$ cat config.mk
export PLATFORM = sky130hd
export DESIGN_NAME = serial_subtractor_flat
export DESIGN_NICKNAME = d
export VERILOG_FILES = /design/src/rtl/serial_subtractor_if.sv /design/src/rtl/serial_subtractor.sv /design/src/flat_wrapper.sv
export SDC_FILE = /design/constraint.sdc
export NUM_CORES = 1
export LEC_CHECK = 0
export CAP_MARGIN = 20
export CORE_UTILIZATION = 33
export DETAILED_ROUTE_END_ITERATION = 8
export GPL_ROUTABILITY_DRIVEN = 0
export GPL_TIMING_DRIVEN = 0
export PLACE_DENSITY = 0.66
export SLEW_MARGIN = 5
export SYNTH_ARGS = -nofsm -noshare
export SYNTH_HDL_FRONTEND = slang
export SYNTH_SLANG_ARGS = --single-unit
$ cat constraint.sdc
create_clock -name clk -period 1.55 [get_ports clk]
set_input_delay 0.31 -clock clk [delete_from_list [all_inputs] [get_ports clk]]
set_output_delay 0.31 -clock clk [all_outputs]
set_load 0.005 [all_outputs]
$ cat src/rtl/serial_subtractor_if.sv
// rtl/serial_subtractor_if.sv - start/done handshake and operand/result bundle for serial_subtractor
// Optional overflow signal present when SERIAL_SUBTRACTOR_OVERFLOW_EN is defined.
interface serial_subtractor_if #(
    parameter int WIDTH = 8
);
    logic             start;
    logic [WIDTH-1:0] minuend;
    logic [WIDTH-1:0] subtrahend;
    logic             borrow_in;
    logic [WIDTH-1:0] diff;
    logic             outborrow;
    logic             busy;
    logic             done;
`ifdef SERIAL_SUBTRACTOR_OVERFLOW_EN
    logic             overflow;
`endif

    modport master (
        output start, minuend, subtrahend, borrow_in,
`ifdef SERIAL_SUBTRACTOR_OVERFLOW_EN
        input  overflow,
`endif
        input  diff, outborrow, busy, done
    );

    modport slave (
        input  start, minuend, subtrahend, borrow_in,
`ifdef SERIAL_SUBTRACTOR_OVERFLOW_EN
        output overflow,
`endif
        output diff, outborrow, busy, done
    );
endinterface

$ cat src/rtl/serial_subtractor.sv
// rtl/serial_subtractor.sv - bit-serial WIDTH-bit subtractor, LSB first, one full-subtractor cell
// Optional two's-complement overflow flag enabled by SERIAL_SUBTRACTOR_OVERFLOW_EN.
module serial_subtractor #(
    parameter int WIDTH = 8,
    parameter int CNT_W = $clog2(WIDTH) + 1
) (
    input  logic                clk,
    input  logic                rst_n,
    serial_subtractor_if.slave  bus
);
    typedef enum logic [1:0] {IDLE, RUN, DONE} state_t;

    state_t             state_q, state_d;
    logic [WIDTH-1:0]   m_q, s_q, diff_q;
    logic               b_q, outborrow_q;
    logic [CNT_W-1:0]   cnt_q;
    logic               accept, last_bit, d_bit, b_next;

    assign accept   = (state_q != RUN) && bus.start;
    assign last_bit = (cnt_q == CNT_W'(WIDTH - 1));

    // Full-subtractor cell fed from the bottom of the operand shift registers
    assign d_bit  = m_q[0] ^ s_q[0] ^ b_q;
    assign b_next = (~m_q[0] & s_q[0]) | (~(m_q[0] ^ s_q[0]) & b_q);

    always_ff @(posedge clk or negedge rst_n) begin
        if (!rst_n) state_q <= IDLE;
        else        state_q <= state_d;
    end

    always_comb begin
        state_d = state_q;
        unique case (state_q)
            IDLE:    state_d = bus.start ? RUN : IDLE;
            RUN:     state_d = last_bit ? DONE : RUN;
            DONE:    state_d = bus.start ? RUN : IDLE;
            default: state_d = IDLE;
        endcase
    end

`ifdef SERIAL_SUBTRACTOR_OVERFLOW_EN
    logic m_msb_q, s_msb_q, overflow_q;

    always_ff @(posedge clk or negedge rst_n) begin
        if (!rst_n) begin
            m_msb_q    <= 1'b0;
            s_msb_q    <= 1'b0;
            overflow_q <= 1'b0;
        end else if (accept) begin
            m_msb_q <= bus.minuend[WIDTH-1];
            s_msb_q <= bus.subtrahend[WIDTH-1];
        end else if (state_q == RUN && last_bit) begin
            // The last bit computed is the result MSB
            overflow_q <= (m_msb_q != s_msb_q) && (d_bit != m_msb_q);
        end
    end

    assign bus.overflow = overflow_q;
`endif

    always_ff @(posedge clk or negedge rst_n) begin
        if (!rst_n) begin
            m_q         <= '0;
            s_q         <= '0;
            b_q         <= 1'b0;
            cnt_q       <= '0;
            diff_q      <= '0;
            outborrow_q <= 1'b0;
        end else if (accept) begin
            m_q   <= bus.minuend;
            s_q   <= bus.subtrahend;
            b_q   <= bus.borrow_in;
            cnt_q <= '0;
        end else if (state_q == RUN) begin
            diff_q <= {d_bit, diff_q[WIDTH-1:1]};
            m_q    <= {1'b0, m_q[WIDTH-1:1]};
            s_q    <= {1'b0, s_q[WIDTH-1:1]};
            b_q    <= b_next;
            cnt_q  <= cnt_q + 1'b1;
            if (last_bit) outborrow_q <= b_next;
        end
    end

    assign bus.diff      = diff_q;
    assign bus.outborrow = outborrow_q;
    assign bus.busy      = (state_q == RUN);
    assign bus.done      = (state_q == DONE);
endmodule

$ cat src/flat_wrapper.sv
// flat-port wrapper written by rule: the top's interface ports become plain ports
module serial_subtractor_flat 
#(
    parameter int WIDTH = 8,
    parameter int CNT_W = $clog2(WIDTH) + 1
)
  (clk, rst_n, bus_start, bus_minuend, bus_subtrahend, bus_borrow_in, bus_diff, bus_outborrow, bus_busy, bus_done);
  serial_subtractor_if #(.WIDTH(WIDTH)) bus_i ();
  input  logic clk;
  input  logic rst_n;
  input wire logic [$bits(bus_i.start)-1:0] bus_start;
  input wire logic [$bits(bus_i.minuend)-1:0] bus_minuend;
  input wire logic [$bits(bus_i.subtrahend)-1:0] bus_subtrahend;
  input wire logic [$bits(bus_i.borrow_in)-1:0] bus_borrow_in;
  output wire logic [$bits(bus_i.diff)-1:0] bus_diff;
  output wire logic [$bits(bus_i.outborrow)-1:0] bus_outborrow;
  output wire logic [$bits(bus_i.busy)-1:0] bus_busy;
  output wire logic [$bits(bus_i.done)-1:0] bus_done;
  assign bus_i.start = bus_start;
  assign bus_i.minuend = bus_minuend;
  assign bus_i.subtrahend = bus_subtrahend;
  assign bus_i.borrow_in = bus_borrow_in;
  assign bus_diff = bus_i.diff;
  assign bus_outborrow = bus_i.outborrow;
  assign bus_busy = bus_i.busy;
  assign bus_done = bus_i.done;
  serial_subtractor #(.WIDTH(WIDTH), .CNT_W(CNT_W)) u_core (.clk(clk), .rst_n(rst_n), .bus(bus_i));
endmodule
==> results of run 1 <==
[stage by stage]
step / setup slack (ns) / area (sq um) / power [mW] / hold WS, ns / utilization
3_3_place_gp: -0.401 / 1800 / 2.73 / 0.461 / 0.437
4_1_cts: 0.0185 / 1900 / 3.51 / 0.107 / 0.462
2_1_floorplan: 0.343 / 1450 / 2.23 / 0.0144 / -
3_5_place_dp: -0.275 / 1790 / 2.80 / 0.408 / 0.436
5_1_grt: 0.0129 / 1920 / 3.82 / 0.140 / 0.467
6_report: 0.0568 / 1920 / 3.53 / 0.0793 / 0.467
[state kept, by name (all words and copies together), names as in the netlist]
name and count:
u_core.m_q 8, u_core.state_q 2, u_core.bus.outborrow 1, u_core.bus.diff 8
u_core.cnt_q 4, u_core.b_q 1, u_core.s_q 8
[cells in the final DEF (no fill, tap or decap)]
master           instances
buf_6                    3
buf_4                    4
mux2_4                   1
inv_1                    3
nor2b_1                  1
inv_12                   1
o21ai_0                 18
buf_2                    4
dlygate4sd2_1            2
clkbuf_2                 1
dfrtp_1                 32
nand3_1                  2
ha_1                     1
a41oi_1                  1
o211a_1                  1
nand2b_4                 1
clkbuf_8                 6
nor2_1                   3
fa_1                     1
clkdlybuf4s50_1         26
nand2_1                 45
nand3b_1                 1
a31oi_1                  1
o31ai_1                  1
a21oi_1                  1
mux2i_1                 16
clkbuf_1                 2
mux2i_4                  1
[path summary, 6_finish.rpt]
path | startpoint | slack, ns | cells after the start | end
worst min register to register | u_core.bus.diff[0]$_DFFE_PN0P_ | 0.48 | 2 | u_core.bus.diff[0]$_DFFE_PN0P_
worst max register to register | u_core.state_q[1]$_DFF_PN0_ | 0.18 | 6 | u_core.m_q[5]$_DFFE_PN0P_
worst min-delay path | rst_n | 0.08 | 1 | u_core.b_q$_DFFE_PN0P_
min in group clk | u_core.bus.diff[0]$_DFFE_PN0P_ | 0.48 | 2 | u_core.bus.diff[0]$_DFFE_PN0P_
worst max-delay path | u_core.state_q[0]$_DFF_PN0_ | 0.06 | 4 | bus_busy
max in group asynchronous | rst_n | 1.02 | 1 | u_core.bus.diff[2]$_DFFE_PN0P_
[area by class of cell]
type,instances,area [sq um],area share
buffer,7,53.8,0.0280
clock buffer,8,90.1,0.0468
sequential,32,801,0.416
timing repair buffer,33,313,0.163
inverter,4,27.5,0.0143
multi-input combinational,96,576,0.299
tap,50,62.6,0.0325
[power breakdown]
group | leakage [nW] | switching (mW) | total, mW | internal [mW]
sequential | 0.405 | 0.235 | 1.42 | 1.19
clock | 0.0455 | 0.289 | 0.651 | 0.362
combinational | 0.478 | 0.711 | 1.46 | 0.746
total | 0.929 | 1.24 | 3.53 | 2.29
[cell families after synthesis]
family          synth area share
simple gates               0.145
flops                      0.554
compound gates            0.0883
mux                        0.137
buf+inv                   0.0528
fa+ha+maj                 0.0225
[per-layer routing]
metal | vias up | wire length (um) | share of wire | track usage
li1 | 544 | - | - | -
met1 | 540 | 1380 | 0.47 | 0.173
met2 | 29 | 1370 | 0.46 | 0.252
met3 | 13 | 132 | 0.045 | 0.0367
met4 | 0 | 79 | 0.027 | 0.0703
met5 | - | 0 | 0 | 0
[repair_timing]
item,in CTS,in global routing
hold buffers,0,0
buffers inserted,2,2
setup endpoints to repair,2,1
resized for setup,6,1
pin swaps,0,0
hold endpoints to repair,0,0
[worst max-delay path: stages (launching register included)]
cell	delay, ns
dfrtp_1	0.42
nand2b_4	0.08
buf_6	0.12
inv_12	0.03
dlygate4sd2_1	0.25
==> impl_results.md, run 1 <==
* Synth-to-layout area growth at 33.1%
* Count of final hold-check violations at 0
* Final Cycle Share at 0.963
* Max VDD drop at 0.000525 V
* Vias at 1126
* Die area at 4650 sq um
* Synth Register Bits at 32
* Cell Pwr Density at 1840 nW/um^2
* Data arrival, critical path at 1.18 ns
* Commonest register cell after synthesis: dfrtp_1
* Total GRT Usage at 0.148
* List of most frequent post-synthesis cells: nand2_1 (45), dfrtp_1 (32), o21ai_0 (18)
* Initial antenna violation count at 0
* Syn_area_per_cell at 10.3 sq um
* Clock transition at the registers of the reported paths at 0.06 ns
* Post-Place Cells at 219
* Type of origin of the critical path: register
* Max H-tree Level at 2
* Die height at 68.2 um
* Final nets at 201
* Final setup viols at 0
* Synth Warn # at 0
* Slew HR at 0.528
* Total core area at 4120 sq um
* Final Skew at 0.00260 ns
* First DRT Iteration DRCs at 69
* Pre-antenna DRT Iters at 4
* Synth area leader: dfrtp_1
* Dpl hpwl at 2060 um
* # IOs at 31
* Net Count, Synth at 162
* Starting Density at 0.351
* Drt via density at 4.90
* GR Overflow Total at 0
* Max Cap Viol at 0
* Synth Cell Area at 1450 sq um
* Achievable clock frequency at 0.670 GHz
* Crit Path Max Fanout at 3
* Maximum root-to-sink buffer count at 2
* Port bufs at 29
* Clk_lat worst skew at 0.28 ns
* Synth Instances at 140
* Number of enable flip-flop cells after synthesis at 0
* Worst hold path type: in2async
* Pin count of the biggest net entering global routing at 33
* First-pass GRT wire length at 4990 um
* Die W at 68.2 um
* Post-detailed-route count of antenna-violating nets at 0
* CP endpoint kind: primary output
* Rows at 23
* Number of remaining DRC errors at 0
* Synth unique cells at 24
* Drt wl/cell at 12.9 um
* Max Slew Vio Count at 0
* Worst path required time at 1.24 ns
* Leakage at 0.929 nW
* Synth area leaders: dfrtp_1 (55%), nand2_1 (12%), mux2i_1 (11%)
* Synth top area share at 0.554
* Vias in the first global route at 1129
* Run status: completed
* Number of CTS-inserted buffers at 5
* Most common cell in the netlist: nand2_1
* Share of layout cells above drive strength 1 at 0.122
* Sequential-to-total area share from yosys stat at 0.554
* Async SR Flop Fraction at 1.00
* Critical path class: reg2out
* # clock sinks at 32
* Fin Setup TNS at 0 ns
* Fillers at 387
* Slew @ Worst Pin at 0.709 ns
* RSZ-0062 raised after global routing: no
* Fin cells at 230
* CTS tree: built
* CTS root buf: clkbuf_8
* Final wirelength at 2960 um
* Period minus WS final at 1.49 ns
* Antenna diodes at 0
Note: power is estimated with default switching activity, not from simulation.
==> inputs of run 2 (changes only) <==
--- a/config.mk
+++ b/config.mk
@@ -10,6 +10,7 @@
 export DETAILED_ROUTE_END_ITERATION = 8
 export GPL_ROUTABILITY_DRIVEN = 0
 export GPL_TIMING_DRIVEN = 0
+export MAX_ROUTING_LAYER = met4
 export PLACE_DENSITY = 0.66
 export SLEW_MARGIN = 5
 export SYNTH_ARGS = -nofsm -noshare
==> run 2 against run 1 <==
Effect of this change:
- flip-flop and latch count did not move
- wire length barely moved
- global-route usage is 0.43 points higher
- core utilization stayed put
- combinational power about the same
- worst hold slack improved by 0.00087 ns
- largest power group unchanged
==> impl_results.md, run 2 (synthesis results as in run 1) <==
* Starting Density at 0.351 (unchanged)
* RSZ-0062 raised after global routing: no (unchanged)
* Total core area at 4120 sq um (unchanged)
* Psw at 1.24 mW (about the same)
* Number of CTS-inserted buffers at 5 (unchanged)
* Port bufs at 29 (unchanged)
* Clk_lat worst skew at 0.28 ns (about the same)
* # clock sinks at 32 (unchanged)
* Achievable clock frequency at 0.670 GHz (about the same)
* Die W at 68.2 um (unchanged)
* Most frequent cells in the layout: nand2_1 (45), dfrtp_1 (32), clkdlybuf4s50_1 (26) (unchanged)
* Pre-antenna DRT Iters at 4 (unchanged)
* Met1 Wirelength at 1390 um (was 1380 um)
* Slew HR at 0.528 (about the same)
* Top layer in use: met4 (unchanged)
* Worst hold path type: in2async (unchanged)
* Share of layout cells above drive strength 1 at 0.122 (unchanged)
* GR Overflow Total at 0 (unchanged)
* Leakage at 0.929 nW (unchanged)
* Final nets at 201 (unchanged)
* CP max stage delay at 0.42 ns (about the same)
* Max Slew Vio Count at 0 (unchanged)
* Final Cycle Share at 0.963 (about the same)
* Reg2Reg Depth at 6 (unchanged)
* Routed length on met3 at 131 um (was 132 um)
* Critical path class: reg2out (unchanged)
* Gate power share at 0.413 (about the same)
* Met2 wire length at 1370 um (about the same)
* Final Skew at 0.00260 ns (about the same)
* First-pass GRT wire length at 4990 um (unchanged)
* Flop pwr share at 0.403 (about the same)
* RR Endpoint: u_core.m_q[5]$_DFFE_PN0P_ (unchanged)
* Slew @ Worst Pin at 0.709 ns (about the same)
* Switching share of total power at 0.350 (about the same)
* Placed Area at 1790 sq um (unchanged)
* Final setup viols at 0 (unchanged)
* Count of final hold-check violations at 0 (unchanged)
* Cell Pwr Density at 1840 nW/um^2 (about the same)
* Crit Path Max Fanout at 3 (unchanged)
* Max VDD drop at 0.000525 V (about the same)
* Type of origin of the critical path: register (unchanged)
* Die height at 68.2 um (unchanged)
* Final wirelength at 2960 um (about the same)
* CP max-delay cell: dfrtp_1 (unchanged)
* Die area at 4650 sq um (unchanged)
* CP endpoint kind: primary output (unchanged)
* Worst path required time at 1.24 ns (about the same)
* Period minus WS final at 1.49 ns (about the same)
* Number of remaining DRC errors at 0 (unchanged)
* Max H-tree Level at 2 (unchanged)
* Pin count of the biggest net entering global routing at 33 (unchanged)
* Overall Power at 3.53 mW (about the same)
* Max Cap Viol at 0 (unchanged)
* Post-detailed-route count of antenna-violating nets at 0 (unchanged)
* Drt via density at 4.87 (was 4.90)
* Vias in the first global route at 1128 (was 1129)
* Rows at 23 (unchanged)
* Hold buffer count at CTS at 0 (unchanged)
* First DRT Iteration DRCs at 55 (was 69)
* Clock transition at the registers of the reported paths at 0.06 ns (about the same)
* Data arrival, critical path at 1.18 ns (about the same)
* CTS root buf: clkbuf_8 (unchanged)
* Initial antenna violation count at 0 (unchanged)
* Final Cell Area at 1920 sq um (unchanged)
* RR Startpoint: u_core.state_q[1]$_DFF_PN0_ (unchanged)
* Int Power at 2.29 mW (about the same)
* Commonest non-fill, non-tap cell in the layout: nand2_1 (unchanged)
* # IOs at 31 (unchanged)
* Vias at 1120 (was 1126)
* Dpl hpwl at 2060 um (unchanged)
* Reg2Reg Setup Slack at 0.18 ns (about the same)
* Drt wl/cell at 12.9 um (about the same)
* Clk pwr share at 0.184 (about the same)
* Total GRT Usage at 0.152 (was 0.148)
* Antenna diodes at 0 (unchanged)
* CTS tree: built (unchanged)
* CP Cell Sequence: nand2b_4, buf_6, inv_12, dlygate4sd2_1 (unchanged)
* Maximum root-to-sink buffer count at 2 (unchanged)
* Synth-to-layout area growth at 33.1% (unchanged)
* Run status: completed (unchanged)
run 2: cell counts in the layout (fill, tap and decap cells not counted):
No cell type changed its count.
run 2: worst max path at each step:
stage / start / end / slack [ns] / cells past startpoint
2_1_floorplan: u_core.state_q[1]$_DFF_PN0_ / bus_busy / 0.34 / 4
3_3_place_gp: rst_n / u_core.bus.diff[6]$_DFFE_PN0P_ / -0.40 / 1
3_5_place_dp: u_core.state_q[1]$_DFF_PN0_ / bus_busy / -0.27 / 5
4_1_cts: u_core.state_q[1]$_DFF_PN0_ / bus_busy / 0.02 / 4
5_1_grt: u_core.state_q[0]$_DFF_PN0_ / bus_busy / 0.01 / 4
6_report: u_core.state_q[0]$_DFF_PN0_ / bus_busy / 0.06 / 4
run 2: metrics by stage:
stage | worst slack [ns] | hold WS [ns] | TNS, ns | utilization | cells
2_1_floorplan | 0.343 | 0.0144 | 0 | - | 140
3_3_place_gp | -0.401 | 0.461 | -13.04 | 0.437 | 219
3_5_place_dp | -0.275 | 0.408 | -0.275 | 0.436 | 219
4_1_cts | 0.0185 | 0.107 | 0 | 0.462 | 228
5_1_grt | 0.0129 | 0.140 | 0 | 0.467 | 230
6_report | 0.0576 | 0.0802 | 0 | 0.467 | 230
run 2: power by group through the flow:
| stage | Sequential [mW] | Combinational [mW] | Clock, mW |
|---|---|---|---|
| 2_1_floorplan | 1.39 | 0.842 | 0 |
| 3_3_place_gp | 1.41 | 1.32 | 0 |
| 3_5_place_dp | 1.43 | 1.37 | 0 |
| 4_1_cts | 1.41 | 1.43 | 0.665 |
| 5_1_grt | 1.46 | 1.67 | 0.689 |
| 6_report | 1.42 | 1.46 | 0.650 |
run 2: layer usage:
layer,track usage,up-vias
met1,0.174,536
met5,-,-
li1,-,544
met4,0.0703,0
met3,0.0350,9
met2,0.252,31
run 2: worst max-delay path: cells and delay by family, from the launching register on:
family / cells / cell delay, ns
DFF: 1 / 0.42
buffers and inverters: 3 / 0.40
and+or+nand+nor: 1 / 0.08
run 2: final cells by class:
cell class | instances | area [sq um]
fillers | 387 | 2190
flip-flops and latches | 32 | 801
multi-input cells | 96 | 576
repair buffers | 33 | 313
clock buffers | 8 | 90.1
well taps | 50 | 62.6
plain buffers | 7 | 53.8
inverters | 4 | 27.5
run 2: timing repair:
action / CTS / global route
endpoints found under the setup margin: 2 / 1
setup buffers: 2 / 2
gates resized for setup: 6 / 1
